===== config.mk =====
export PLATFORM = sky130hd
export DESIGN_NAME = fetch_unit_flat
export DESIGN_NICKNAME = d
export VERILOG_FILES = /design/src/rtl/leo_pkg.sv /design/src/rtl/fetch_unit_if.sv /design/src/rtl/fetch_unit_fifo.sv /design/src/rtl/fetch_unit.sv /design/src/flat_wrapper.sv
export SDC_FILE = /design/constraint.sdc
export NUM_CORES = 1
export LEC_CHECK = 0
export CORE_ASPECT_RATIO = 0.7
export CORE_MARGIN = 1.5
export CORE_UTILIZATION = 30
export CTS_BUF_LIST = sky130_fd_sc_hd__clkbuf_8
export DETAILED_ROUTE_END_ITERATION = 12
export PLACE_DENSITY_LB_ADDON = 0.2
export SLEW_MARGIN = 40
export SYNTH_ARGS = -nofsm -noshare
export SYNTH_HDL_FRONTEND = slang
export SYNTH_SLANG_ARGS = --single-unit

===== constraint.sdc =====
create_clock -name clk -period 6.8 [get_ports clk]
set_input_delay 2.04 -clock clk [delete_from_list [all_inputs] [get_ports clk]]
set_output_delay 2.04 -clock clk [all_outputs]
set_load 0.05 [all_outputs]

===== src/rtl/leo_pkg.sv =====
`default_nettype none
// +----------------------------------------------------------------------------+
// | Package : leo_pkg                                                          |
// | Desc    : Shared leoRISCV definitions: opcodes, immediate-format codes,    |
// |           fetch FSM states, fetch bundle layout and format decode.         |
// | Rev     : 1.0  initial release                                             |
// +----------------------------------------------------------------------------+
package leo_pkg;

  // Major opcodes (instr[6:0])
  localparam logic [6:0] OP_IMM    = 7'b0010011;
  localparam logic [6:0] OP_LOAD   = 7'b0000011;
  localparam logic [6:0] OP_JALR   = 7'b1100111;
  localparam logic [6:0] OP_SYSTEM = 7'b1110011;
  localparam logic [6:0] OP_STORE  = 7'b0100011;
  localparam logic [6:0] OP_BRANCH = 7'b1100011;
  localparam logic [6:0] OP_LUI    = 7'b0110111;
  localparam logic [6:0] OP_AUIPC  = 7'b0010111;
  localparam logic [6:0] OP_JAL    = 7'b1101111;

  // Immediate-format codes consumed by sign_extend
  localparam logic [2:0] FMT_I    = 3'b000;
  localparam logic [2:0] FMT_S    = 3'b001;
  localparam logic [2:0] FMT_B    = 3'b010;
  localparam logic [2:0] FMT_U    = 3'b011;
  localparam logic [2:0] FMT_J    = 3'b100;
  localparam logic [2:0] FMT_NONE = 3'b111;

  typedef enum logic [0:0] {
    FETCH_RUN   = 1'b0,
    FETCH_FLUSH = 1'b1
  } fetch_state_e;

  // One buffered fetch result: 32 + 32 + 3 = 67 bits
  typedef struct packed {
    logic [31:0] instr;
    logic [31:0] pc;
    logic [2:0]  fmt;
  } fetch_entry_t;

  function automatic logic [2:0] imm_format(input logic [31:0] instr);
    logic [2:0] f;
    f = FMT_NONE;
    case (instr[6:0])
      OP_IMM, OP_LOAD, OP_JALR, OP_SYSTEM: f = FMT_I;
      OP_STORE:                            f = FMT_S;
      OP_BRANCH:                           f = FMT_B;
      OP_LUI, OP_AUIPC:                    f = FMT_U;
      OP_JAL:                              f = FMT_J;
      default:                             f = FMT_NONE;
    endcase
    return f;
  endfunction

endpackage
`default_nettype wire


===== src/rtl/fetch_unit_if.sv =====
`default_nettype none
// +----------------------------------------------------------------------------+
// | Interface : fetch_unit_if                                                  |
// | Desc      : Instruction-memory request/response, redirect and decode-side  |
// |             bundle signals of the fetch stage.                             |
// | Rev       : 1.0  initial release                                           |
// +----------------------------------------------------------------------------+
interface fetch_unit_if;
  logic        imem_req_valid;
  logic        imem_req_ready;
  logic [31:0] imem_req_addr;
  logic        imem_rsp_valid;
  logic [31:0] imem_rsp_data;
  logic        redirect_valid;
  logic [31:0] redirect_pc;
  logic        out_valid;
  logic        out_ready;
  logic [31:0] out_instr;
  logic [31:0] out_pc;
  logic [2:0]  out_format;

  // Fetch unit side
  modport master (
    output imem_req_valid, imem_req_addr,
    input  imem_req_ready, imem_rsp_valid, imem_rsp_data,
    input  redirect_valid, redirect_pc,
    output out_valid, out_instr, out_pc, out_format,
    input  out_ready
  );

  // Memory / pipeline side
  modport slave (
    input  imem_req_valid, imem_req_addr,
    output imem_req_ready, imem_rsp_valid, imem_rsp_data,
    output redirect_valid, redirect_pc,
    input  out_valid, out_instr, out_pc, out_format,
    output out_ready
  );
endinterface
`default_nettype wire


===== src/rtl/fetch_unit_fifo.sv =====
`default_nettype none
// +----------------------------------------------------------------------------+
// | Module : fetch_fifo                                                        |
// | Desc   : Synchronous FIFO for fetch responses. Head is read straight from  |
// |          storage registers so there is no combinational input->output.    |
// | Rev    : 1.0  initial release                                              |
// +----------------------------------------------------------------------------+
module fetch_fifo #(
  parameter int DEPTH = 2,
  parameter int WIDTH = 67
) (
  input  logic                   clk,
  input  logic                   rst,
  input  logic                   push,
  input  logic [WIDTH-1:0]       push_data,
  input  logic                   pop,
  input  logic                   flush,
  output logic [WIDTH-1:0]       head_data,
  output logic [$clog2(DEPTH):0] count,
  output logic                   full,
  output logic                   empty
);
  localparam int AW = $clog2(DEPTH);

  logic [WIDTH-1:0] mem [DEPTH];
  logic [AW:0]      wr_ptr;
  logic [AW:0]      rd_ptr;
  logic             do_push;
  logic             do_pop;

  // Pointers carry one extra wrap bit to tell full from empty
  assign empty     = (wr_ptr == rd_ptr);
  assign full      = (wr_ptr[AW] != rd_ptr[AW]) && (wr_ptr[AW-1:0] == rd_ptr[AW-1:0]);
  assign count     = wr_ptr - rd_ptr;
  assign head_data = mem[rd_ptr[AW-1:0]];
  // Push on full is accepted only when a pop frees the slot the same cycle
  assign do_push   = push && (!full || pop);
  assign do_pop    = pop && !empty;

  // Pointer update; flush discards every entry and wins over push/pop
  always_ff @(posedge clk) begin
    if (rst || flush) begin
      wr_ptr <= '0;
      rd_ptr <= '0;
    end else begin
      if (do_push) wr_ptr <= wr_ptr + 1'b1;
      if (do_pop)  rd_ptr <= rd_ptr + 1'b1;
    end
  end

  // Storage write; cleared on reset so the head reads as zero out of reset
  always_ff @(posedge clk) begin
    if (rst) begin
      for (int i = 0; i < DEPTH; i++) mem[i] <= '0;
    end else if (do_push && !flush) begin
      mem[wr_ptr[AW-1:0]] <= push_data;
    end
  end
endmodule
`default_nettype wire


===== src/rtl/fetch_unit.sv =====
`default_nettype none
// +----------------------------------------------------------------------------+
// | Module : fetch_unit                                                        |
// | Desc   : leoRISCV instruction fetch. Owns the PC, issues in-order word     |
// |          reads with credit-based flow control, discards responses made    |
// |          stale by a redirect and hands {instr, pc, format} to decode.      |
// | Config : FETCH_PERF_EN adds perf_fetched / perf_stall counters.            |
// | Rev    : 1.0  initial release                                              |
// +----------------------------------------------------------------------------+
module fetch_unit
  import leo_pkg::*;
#(
  parameter logic [31:0] RESET_PC   = 32'h0000_0000,
  parameter int          FIFO_DEPTH = 2
) (
  input  logic         clk,
  input  logic         rst,
  fetch_unit_if.master bus
`ifdef FETCH_PERF_EN
  ,
  output logic [31:0]  perf_fetched,
  output logic [31:0]  perf_stall
`endif
);
  localparam int          CW              = $clog2(FIFO_DEPTH) + 1;
  localparam logic [CW:0] DEPTH_C         = (CW+1)'(FIFO_DEPTH);
  localparam logic [31:0] RESET_PC_ALIGN  = RESET_PC & ~32'h3;

  fetch_state_e  state;
  fetch_state_e  state_next;
  logic [31:0]   pc;
  logic [31:0]   rsp_pc;
  logic [31:0]   redirect_target;
  logic [CW-1:0] inflight;
  logic [CW-1:0] drop;
  logic [CW-1:0] drop_net;
  logic [CW-1:0] fifo_count;
  logic          fifo_full;
  logic          fifo_empty;
  logic          credit;
  logic          req_fire;
  logic          rsp_keep;
  logic          out_fire;
  fetch_entry_t  push_entry;
  fetch_entry_t  head_entry;

  assign redirect_target = bus.redirect_pc & ~32'h3;

  // Every request holds a slot either in flight or in the FIFO, so the FIFO cannot overflow
  assign credit   = ({1'b0, inflight} + {1'b0, fifo_count}) < DEPTH_C;
  assign bus.imem_req_valid = !rst && (state == FETCH_RUN) && !bus.redirect_valid && credit;
  assign bus.imem_req_addr  = pc;
  assign req_fire = bus.imem_req_valid && bus.imem_req_ready;

  // A response is kept only if it is not stale and no redirect kills it this cycle
  assign rsp_keep = bus.imem_rsp_valid && (drop == '0) && !bus.redirect_valid;
  assign out_fire = bus.out_valid && bus.out_ready;

  // Everything still in flight at a redirect is stale, less what arrives right now
  assign drop_net = inflight - CW'(bus.imem_rsp_valid);

  assign push_entry = '{instr: bus.imem_rsp_data, pc: rsp_pc, fmt: imm_format(bus.imem_rsp_data)};

  assign bus.out_valid  = !fifo_empty;
  assign bus.out_instr  = head_entry.instr;
  assign bus.out_pc     = head_entry.pc;
  assign bus.out_format = head_entry.fmt;

  fetch_fifo #(
    .DEPTH (FIFO_DEPTH),
    .WIDTH ($bits(fetch_entry_t))
  ) u_fifo (
    .clk       (clk),
    .rst       (rst),
    .push      (rsp_keep),
    .push_data (push_entry),
    .pop       (out_fire),
    .flush     (bus.redirect_valid),
    .head_data (head_entry),
    .count     (fifo_count),
    .full      (fifo_full),
    .empty     (fifo_empty)
  );

  // FSM state register
  always_ff @(posedge clk) begin
    if (rst) state <= FETCH_RUN;
    else     state <= state_next;
  end

  // FSM next state: redirect decides FLUSH vs RUN; FLUSH ends when the last stale rsp lands
  always_comb begin
    state_next = state;
    if (bus.redirect_valid) begin
      state_next = (drop_net != '0) ? FETCH_FLUSH : FETCH_RUN;
    end else begin
      case (state)
        FETCH_RUN:   state_next = FETCH_RUN;
        FETCH_FLUSH: if ((drop == '0) || ((drop == CW'(1)) && bus.imem_rsp_valid))
                       state_next = FETCH_RUN;
        default:     state_next = FETCH_RUN;
      endcase
    end
  end

  // Fetch PC: redirect target, else step one word per accepted request (wraps naturally)
  always_ff @(posedge clk) begin
    if (rst)                     pc <= RESET_PC_ALIGN;
    else if (bus.redirect_valid) pc <= redirect_target;
    else if (req_fire)           pc <= pc + 32'd4;
  end

  // Address of the next non-stale response; responses return in request order
  always_ff @(posedge clk) begin
    if (rst)                     rsp_pc <= RESET_PC_ALIGN;
    else if (bus.redirect_valid) rsp_pc <= redirect_target;
    else if (rsp_keep)           rsp_pc <= rsp_pc + 32'd4;
  end

  // Outstanding request count
  always_ff @(posedge clk) begin
    if (rst) inflight <= '0;
    else     inflight <= inflight + CW'(req_fire) - CW'(bus.imem_rsp_valid);
  end

  // Stale-response counter
  always_ff @(posedge clk) begin
    if (rst)                                     drop <= '0;
    else if (bus.redirect_valid)                 drop <= drop_net;
    else if (bus.imem_rsp_valid && drop != '0)   drop <= drop - CW'(1);
  end

  // Overflow guard on the credit scheme
  always_ff @(posedge clk) begin
    if (!rst) assert (!(rsp_keep && fifo_full && !out_fire));
  end

`ifdef FETCH_PERF_EN
  // Delivered-bundle and decode-starved cycle counters
  always_ff @(posedge clk) begin
    if (rst) begin
      perf_fetched <= '0;
      perf_stall   <= '0;
    end else begin
      if (out_fire)                          perf_fetched <= perf_fetched + 32'd1;
      if (bus.out_ready && !bus.out_valid)   perf_stall   <= perf_stall + 32'd1;
    end
  end
`endif
endmodule
`default_nettype wire


===== src/flat_wrapper.sv =====
// flat-port wrapper written by rule: the top's interface ports become plain ports
module fetch_unit_flat import leo_pkg::*;
#(
  parameter logic [31:0] RESET_PC   = 32'h0000_0000,
  parameter int          FIFO_DEPTH = 2
)
  (clk, rst, bus_imem_req_valid, bus_imem_req_addr, bus_imem_req_ready, bus_imem_rsp_valid, bus_imem_rsp_data, bus_redirect_valid, bus_redirect_pc, bus_out_valid, bus_out_instr, bus_out_pc, bus_out_format, bus_out_ready);
  fetch_unit_if bus_i ();
  input  logic clk;
  input  logic rst;
  output wire logic [$bits(bus_i.imem_req_valid)-1:0] bus_imem_req_valid;
  output wire logic [$bits(bus_i.imem_req_addr)-1:0] bus_imem_req_addr;
  input wire logic [$bits(bus_i.imem_req_ready)-1:0] bus_imem_req_ready;
  input wire logic [$bits(bus_i.imem_rsp_valid)-1:0] bus_imem_rsp_valid;
  input wire logic [$bits(bus_i.imem_rsp_data)-1:0] bus_imem_rsp_data;
  input wire logic [$bits(bus_i.redirect_valid)-1:0] bus_redirect_valid;
  input wire logic [$bits(bus_i.redirect_pc)-1:0] bus_redirect_pc;
  output wire logic [$bits(bus_i.out_valid)-1:0] bus_out_valid;
  output wire logic [$bits(bus_i.out_instr)-1:0] bus_out_instr;
  output wire logic [$bits(bus_i.out_pc)-1:0] bus_out_pc;
  output wire logic [$bits(bus_i.out_format)-1:0] bus_out_format;
  input wire logic [$bits(bus_i.out_ready)-1:0] bus_out_ready;
  assign bus_imem_req_valid = bus_i.imem_req_valid;
  assign bus_imem_req_addr = bus_i.imem_req_addr;
  assign bus_i.imem_req_ready = bus_imem_req_ready;
  assign bus_i.imem_rsp_valid = bus_imem_rsp_valid;
  assign bus_i.imem_rsp_data = bus_imem_rsp_data;
  assign bus_i.redirect_valid = bus_redirect_valid;
  assign bus_i.redirect_pc = bus_redirect_pc;
  assign bus_out_valid = bus_i.out_valid;
  assign bus_out_instr = bus_i.out_instr;
  assign bus_out_pc = bus_i.out_pc;
  assign bus_out_format = bus_i.out_format;
  assign bus_i.out_ready = bus_out_ready;
  fetch_unit #(.RESET_PC(RESET_PC), .FIFO_DEPTH(FIFO_DEPTH)) u_core (.clk(clk), .rst(rst), .bus(bus_i));
endmodule

### Word-level counts from Yosys, hierarchy flattened

Memories as Yosys holds them, arrays and structs flattened. A register that Yosys moved wholly into a read port is not among the register bits.
Index checks and enable logic that the tools add are counted.

| storage, ports and cells | value |
|---|---|
| memories kept | 1 |
| flip-flop bits (word level) | 73 |
| memory bits (writable) | 134 |
| bits of input ports | 70 |

Memories:

| memory | depth | bits a word | rd ports | clocked after Yosys merged registers in | wr ports | line | RTL |
|---|---|---|---|---|---|---|---|
| u_core.u_fifo.mem | 2 | 67 | 1 | 1 | 2 | fetch_unit_fifo.sv:25 | `logic [WIDTH-1:0] mem [DEPTH];` |

| operators by class | value |
|---|---|
| eq/ne operators | 13 |
| multiplexer cells | 21 |
| bitwise operators | 1 |
| reduce and logical (&&, ||, !) cells | 30 |
| add/subtract/negate cells | 10 |
| order comparisons | 1 |

Operator list:

| cell | count |
|---|---|
| $mux 32 | 4 |
| $mux 67 | 1 |
| $reduce_or 67->1 | 1 |
| $add 32x3->32 const B | 2 |
| $eq 7x7->1 const B | 4 |
| $pmux 3 s5 | 1 |
| $eq 7x5->1 const B | 2 |
| $eq 7x6->1 const B | 2 |
| $logic_and 1x1->1 | 13 |
| $mux 1 | 12 |
| $reduce_bool 2->1 | 5 |
| $eq 7x2->1 const B | 1 |
| $add 2x1->2 const B | 2 |
| $logic_not 1->1 | 4 |
| $mux 2 | 2 |
| $reduce_or 2->1 | 2 |
| $reduce_or 4->1 | 1 |
| $sub 2x1->2 | 2 |
| $add 2x2->3 | 1 |
| $logic_or 1x1->1 | 3 |
| $lt 3x2->1 const B | 1 |
| $add 2x1->2 | 1 |
| $eq 2x1->1 const B | 1 |
| $eq 2x2->1 | 1 |
| 7 further kinds | 7 |

### Logic depth before layout (Yosys ltp)

| logic depth | value |
|---|---|
| word-level depth | 11 |
| mapped depth | 12 |
| mapped depth without buffers | 11 |

### Hierarchy

A second synthesis with hierarchy kept.

| unflattened totals | value |
|---|---|
| cell total of the unflattened synthesis | 868 |
| area, all modules | 9902.0 µm² |

Modules (own cells, without submodules):

| module | times used | cells each | area an instance (µm²) |
|---|---|---|---|
| fetch_fifo | 1 | 395 | 6107.1 |
| fetch_unit | 1 | 473 | 3794.9 |

### Least setup slack after synthesis

No wires, ideal clock.

| timing | value |
|---|---|
| path type | input port to flip-flop |
| start | input port bus_imem_rsp_valid |
| end | memory u_core.u_fifo.mem[1][0], enable pin |
| setup slack | 658 ps |
| arrival time | 5640 ps |
| cell stages on the path | 4 |
| cells stage by stage | nand2_1 > a31oi_1 > nand2_1 > o21bai_1 |

RTL lines:

| item | line | RTL |
|---|---|---|
| from (decl) | flat_wrapper.sv:14 | `input wire logic [$bits(bus_i.imem_rsp_valid)-1:0] bus_imem_rsp_valid;` |
| to (decl) | fetch_unit_fifo.sv:25 |  |

### Final worst setup path

| timing | value |
|---|---|
| start | input port bus_redirect_valid |
| end | output port bus_imem_req_valid |

| between the ends | value |
|---|---|
| cells in the longest elaborated chain, start to end | 3 |

Ends and longest elaborated chain:

| item | line | RTL |
|---|---|---|
| from (decl) | flat_wrapper.sv:16 | `input wire logic [$bits(bus_i.redirect_valid)-1:0] bus_redirect_valid;` |
| $logic_not 1->1 | fetch_unit.sv:51 | `assign bus.imem_req_valid = !rst && (state == FETCH_RUN) && !bus.redirect_valid && credit;` |
| $logic_and 1x1->1 (2 in a row) | fetch_unit.sv:51 |  |
| to (decl) | flat_wrapper.sv:11 | `output wire logic [$bits(bus_i.imem_req_valid)-1:0] bus_imem_req_valid;` |

Every way passes these cells.

==> results.toml <==
[route]
initialDrtViolationCount = 331
drt-pass1-iter-count = 5
viasPerCell = 4.71
drc_errors = 0
vias = 6720
wire_per_inst_um = 17.6
routed_wl_um = 25100
postRouteAntennaNets = 0

[pwr]
pwr-share-clk_pct = 33.9
power_frac_seq_pct = 48.8
switchingPower_w = 0.000798
p_leak_nw = 4.51
p_sw_share_pct = 27.5
p_int_w = 0.00210
powerDensity_nw_per_um2 = 236
irDropWorstVdd_mv = 0.117
p_comb_share_pct = 17.3

[yosys]
ys_async_sr_fraction_pct = 0
yosysWarnings = 0
syn_area_per_cell_sq_um = 11.5
synth_cell_types = 60
synthesis.area_sq_um = 9660
ys_seq_area_share_pct = 54.9
synthFlopType = "edfxtp_1"
synth_edf_count = 130
ys_seq_elements = 200
syn-instance-count = 844

[sta]
tns_ns = 0
setup_violations = 0
min_period_ns = 5.42
relSlewSlack_pct = 50.3
finClkSkew_ns = 0.0226
fin_crit_sh_pct = 79.7
tightest_slew_ns = 0.741
finalHoldViolCount = 0
maxSlewViolCount = 0
fmax_mhz = 184
rsz0062_at_grt = "no"

[floorplanning]
coreArea_sq_um = 31400
die_w_um = 218
start_util_pct = 30.8
rows = 54
die_h_um = 153
die_area_sq_um = 33300
boundaryPins = 171

[cts]
cts_root_buffer = "clkbuf_8"
cts_resized = 0
clk_latency_ns = 0.49
cts_setup_buffers = 0
cts_hold_repair.buffers = 0
cts.sinks = 200
cts_tree = "done"
clk_pin_slew_worst_paths_ns = 0.11
cts_max_level = 4
cts_made_buffers = 17
clk_path_buf_depth = 2

[job]
maxCapViolCount = 0

[setup_path]
start_kind = "input pin"
critPathCaptureType = "output pin"
crit_required_ns = 4.76
crit_fanout = 13
crit_arrival_ns = 3.38
critPathKind = "input pin to output pin"

[status]
status = "complete, no violations"

[global_routing]
track_usage_pct = 15.4
grt_first_pass_wirelength_um = 38800
grt_pass1_vias = 6550
antenna_found_initial = 0
grt_overflow = 0
grt_max_degree = 66

[worst_hold_path]
hold_path.class = "flip-flop to flip-flop"

[finish]
stdcell_count = 1426
syn2layout_area_growth_pct = 27.4
final_nets = 1070
drive_above_1_share_pct = 13.4

[place]
hpwl_um = 17300
port_buffers = 164
dp.cells = 1393
gp_congestion = 0.811
logic make-up (layout without fill, tap and decap cells):
kind of cell | after synthesis | in the layout | share of synthesized area [%]
XOR/XNOR | 57 | 57 | 5.17
adder cells (fa/ha/maj) | 8 | 8 | 1.11
buffers and inverters | 79 | 237 | 3.50
AO/OA/AOI/OAI | 102 | 102 | 6.91
multiplexers | 70 | 70 | 8.13
flip-flops | 200 | 200 | 54.9
AND/OR/NAND/NOR | 327 | 327 | 20.2
other | 1 | 5 | 0.0388
metal layers:
layer,track usage [%],vias to the layer above,share of wire [%]
met4,3.01,0,0.59
met1,22.5,3310,51
li1,-,3289,-
met2,22.8,111,44
met5,0,-,0
met3,4.06,10,4.5
layout by cell type, fill, tap and decap left out, types with 22 or more instances in the layout:
master,n
mux2_2,67
nand2_1,42
xnor2_1,22
dfxtp_1,69
xor2_1,35
clkdlybuf4s50_1,162
nor2_1,48
edfxtp_1,130
a21oi_1,35
inv_1,31
nand4_1,25
and2_1,127
state kept, by name, indices dropped and copies added, names as in the netlist, named ones only:
register,cells
u_core.u_fifo.wr_ptr,2
u_core.state,1
u_core.bus.imem_req_addr,30
u_core.rsp_pc,30
u_core.u_fifo.mem,130
u_core.u_fifo.rd_ptr,2
u_core.drop,2
u_core.inflight,2
cells in the mapped netlist, types with 3 or more instances:
library cell	count	share of area, %
nand2_1	42	1.6
o22ai_1	4	0.26
mux2_2	67	7.8
a31oi_1	5	0.32
nor3_1	14	0.73
nor2b_1	6	0.39
nand4_1	25	1.6
nand4_2	4	0.52
a211oi_1	14	1.1
ha_1	7	0.91
xor2_1	35	3.2
xnor2_1	22	2.0
nor4_1	4	0.26
o21ai_0	5	0.26
or2_2	3	0.19
o21a_1	4	0.31
and2_1	127	8.2
and3_1	10	0.65
nand3_1	18	0.93
and4_1	5	0.45
nor2_1	48	1.9
clkbuf_1	30	1.2
clkbuf_2	5	0.26
nor4_4	5	1.1
inv_1	31	1.2
buf_2	4	0.21
dfxtp_1	70	15
buf_4	4	0.31
buf_1	3	0.12
a21boi_1	3	0.23
a21oi_1	35	1.8
or3_1	3	0.19
edfxtp_1	130	40
a21boi_0	21	1.6
cell type report:
cell class | instances | area (sq um)
Multi-Input combinational cell | 568 | 4050
Fill cell | 3062 | 19100
Clock buffer | 19 | 262
Timing Repair Buffer | 174 | 1780
Clock inverter | 13 | 262
Antenna cell | 1 | 2.50
Inverter | 31 | 116
Sequential cell | 200 | 5310
Tap cell | 420 | 526
per-stage QoR:
| stage | utilization (%) | setup slack [ns] | total power [W] | area, sq um | hold slack, ns |
|---|---|---|---|---|---|
| after global routing | 39.2 | 1.27 | 0.00302 | 12300 | 0.599 |
| after global placement | 37.3 | 1.38 | 0.00194 | 11700 | 0.510 |
| after CTS | 39.2 | 1.36 | 0.00294 | 12300 | 0.551 |
| after detailed placement | 37.5 | 1.36 | 0.00195 | 11800 | 0.526 |
| after floorplan | - | 0.658 | 0.00175 | 9680 | 0.498 |
| final | 39.2 | 1.38 | 0.00290 | 12300 | 0.548 |
final timing paths:
check / from / to / slack [ns] / cells after the start
worst min register to register: u_core.bus.imem_req_addr[31]$_SDFFE_PP0P_ / u_core.bus.imem_req_addr[31]$_SDFFE_PP0P_ / 0.55 / 2
worst max register to register: u_core.u_fifo.wr_ptr[0]$_SDFFE_PP0N_ / u_core.bus.imem_req_addr[11]$_SDFFE_PP0P_ / 3.53 / 10
worst min-delay path: u_core.bus.imem_req_addr[31]$_SDFFE_PP0P_ / u_core.bus.imem_req_addr[31]$_SDFFE_PP0P_ / 0.55 / 2
worst max-delay path: bus_redirect_valid / bus_imem_req_valid / 1.38 / 4
power by group through the flow:
stage	combinational, W	clock [W]	sequential [W]
detailed placement	0.000505	0	0.00144
finish	0.000501	0.000984	0.00142
global placement	0.000495	0	0.00145
CTS	0.000507	0.00101	0.00142
floorplan	0.000281	0	0.00147
global route	0.000534	0.00106	0.00143
worst max-delay path, stage by stage:
cell,delay [ns]
clkdlybuf4s50_1,0.42
or2_4,0.36
nor3_1,0.36
buf_12,0.19
Note: power is estimated with default switching activity, not from simulation.
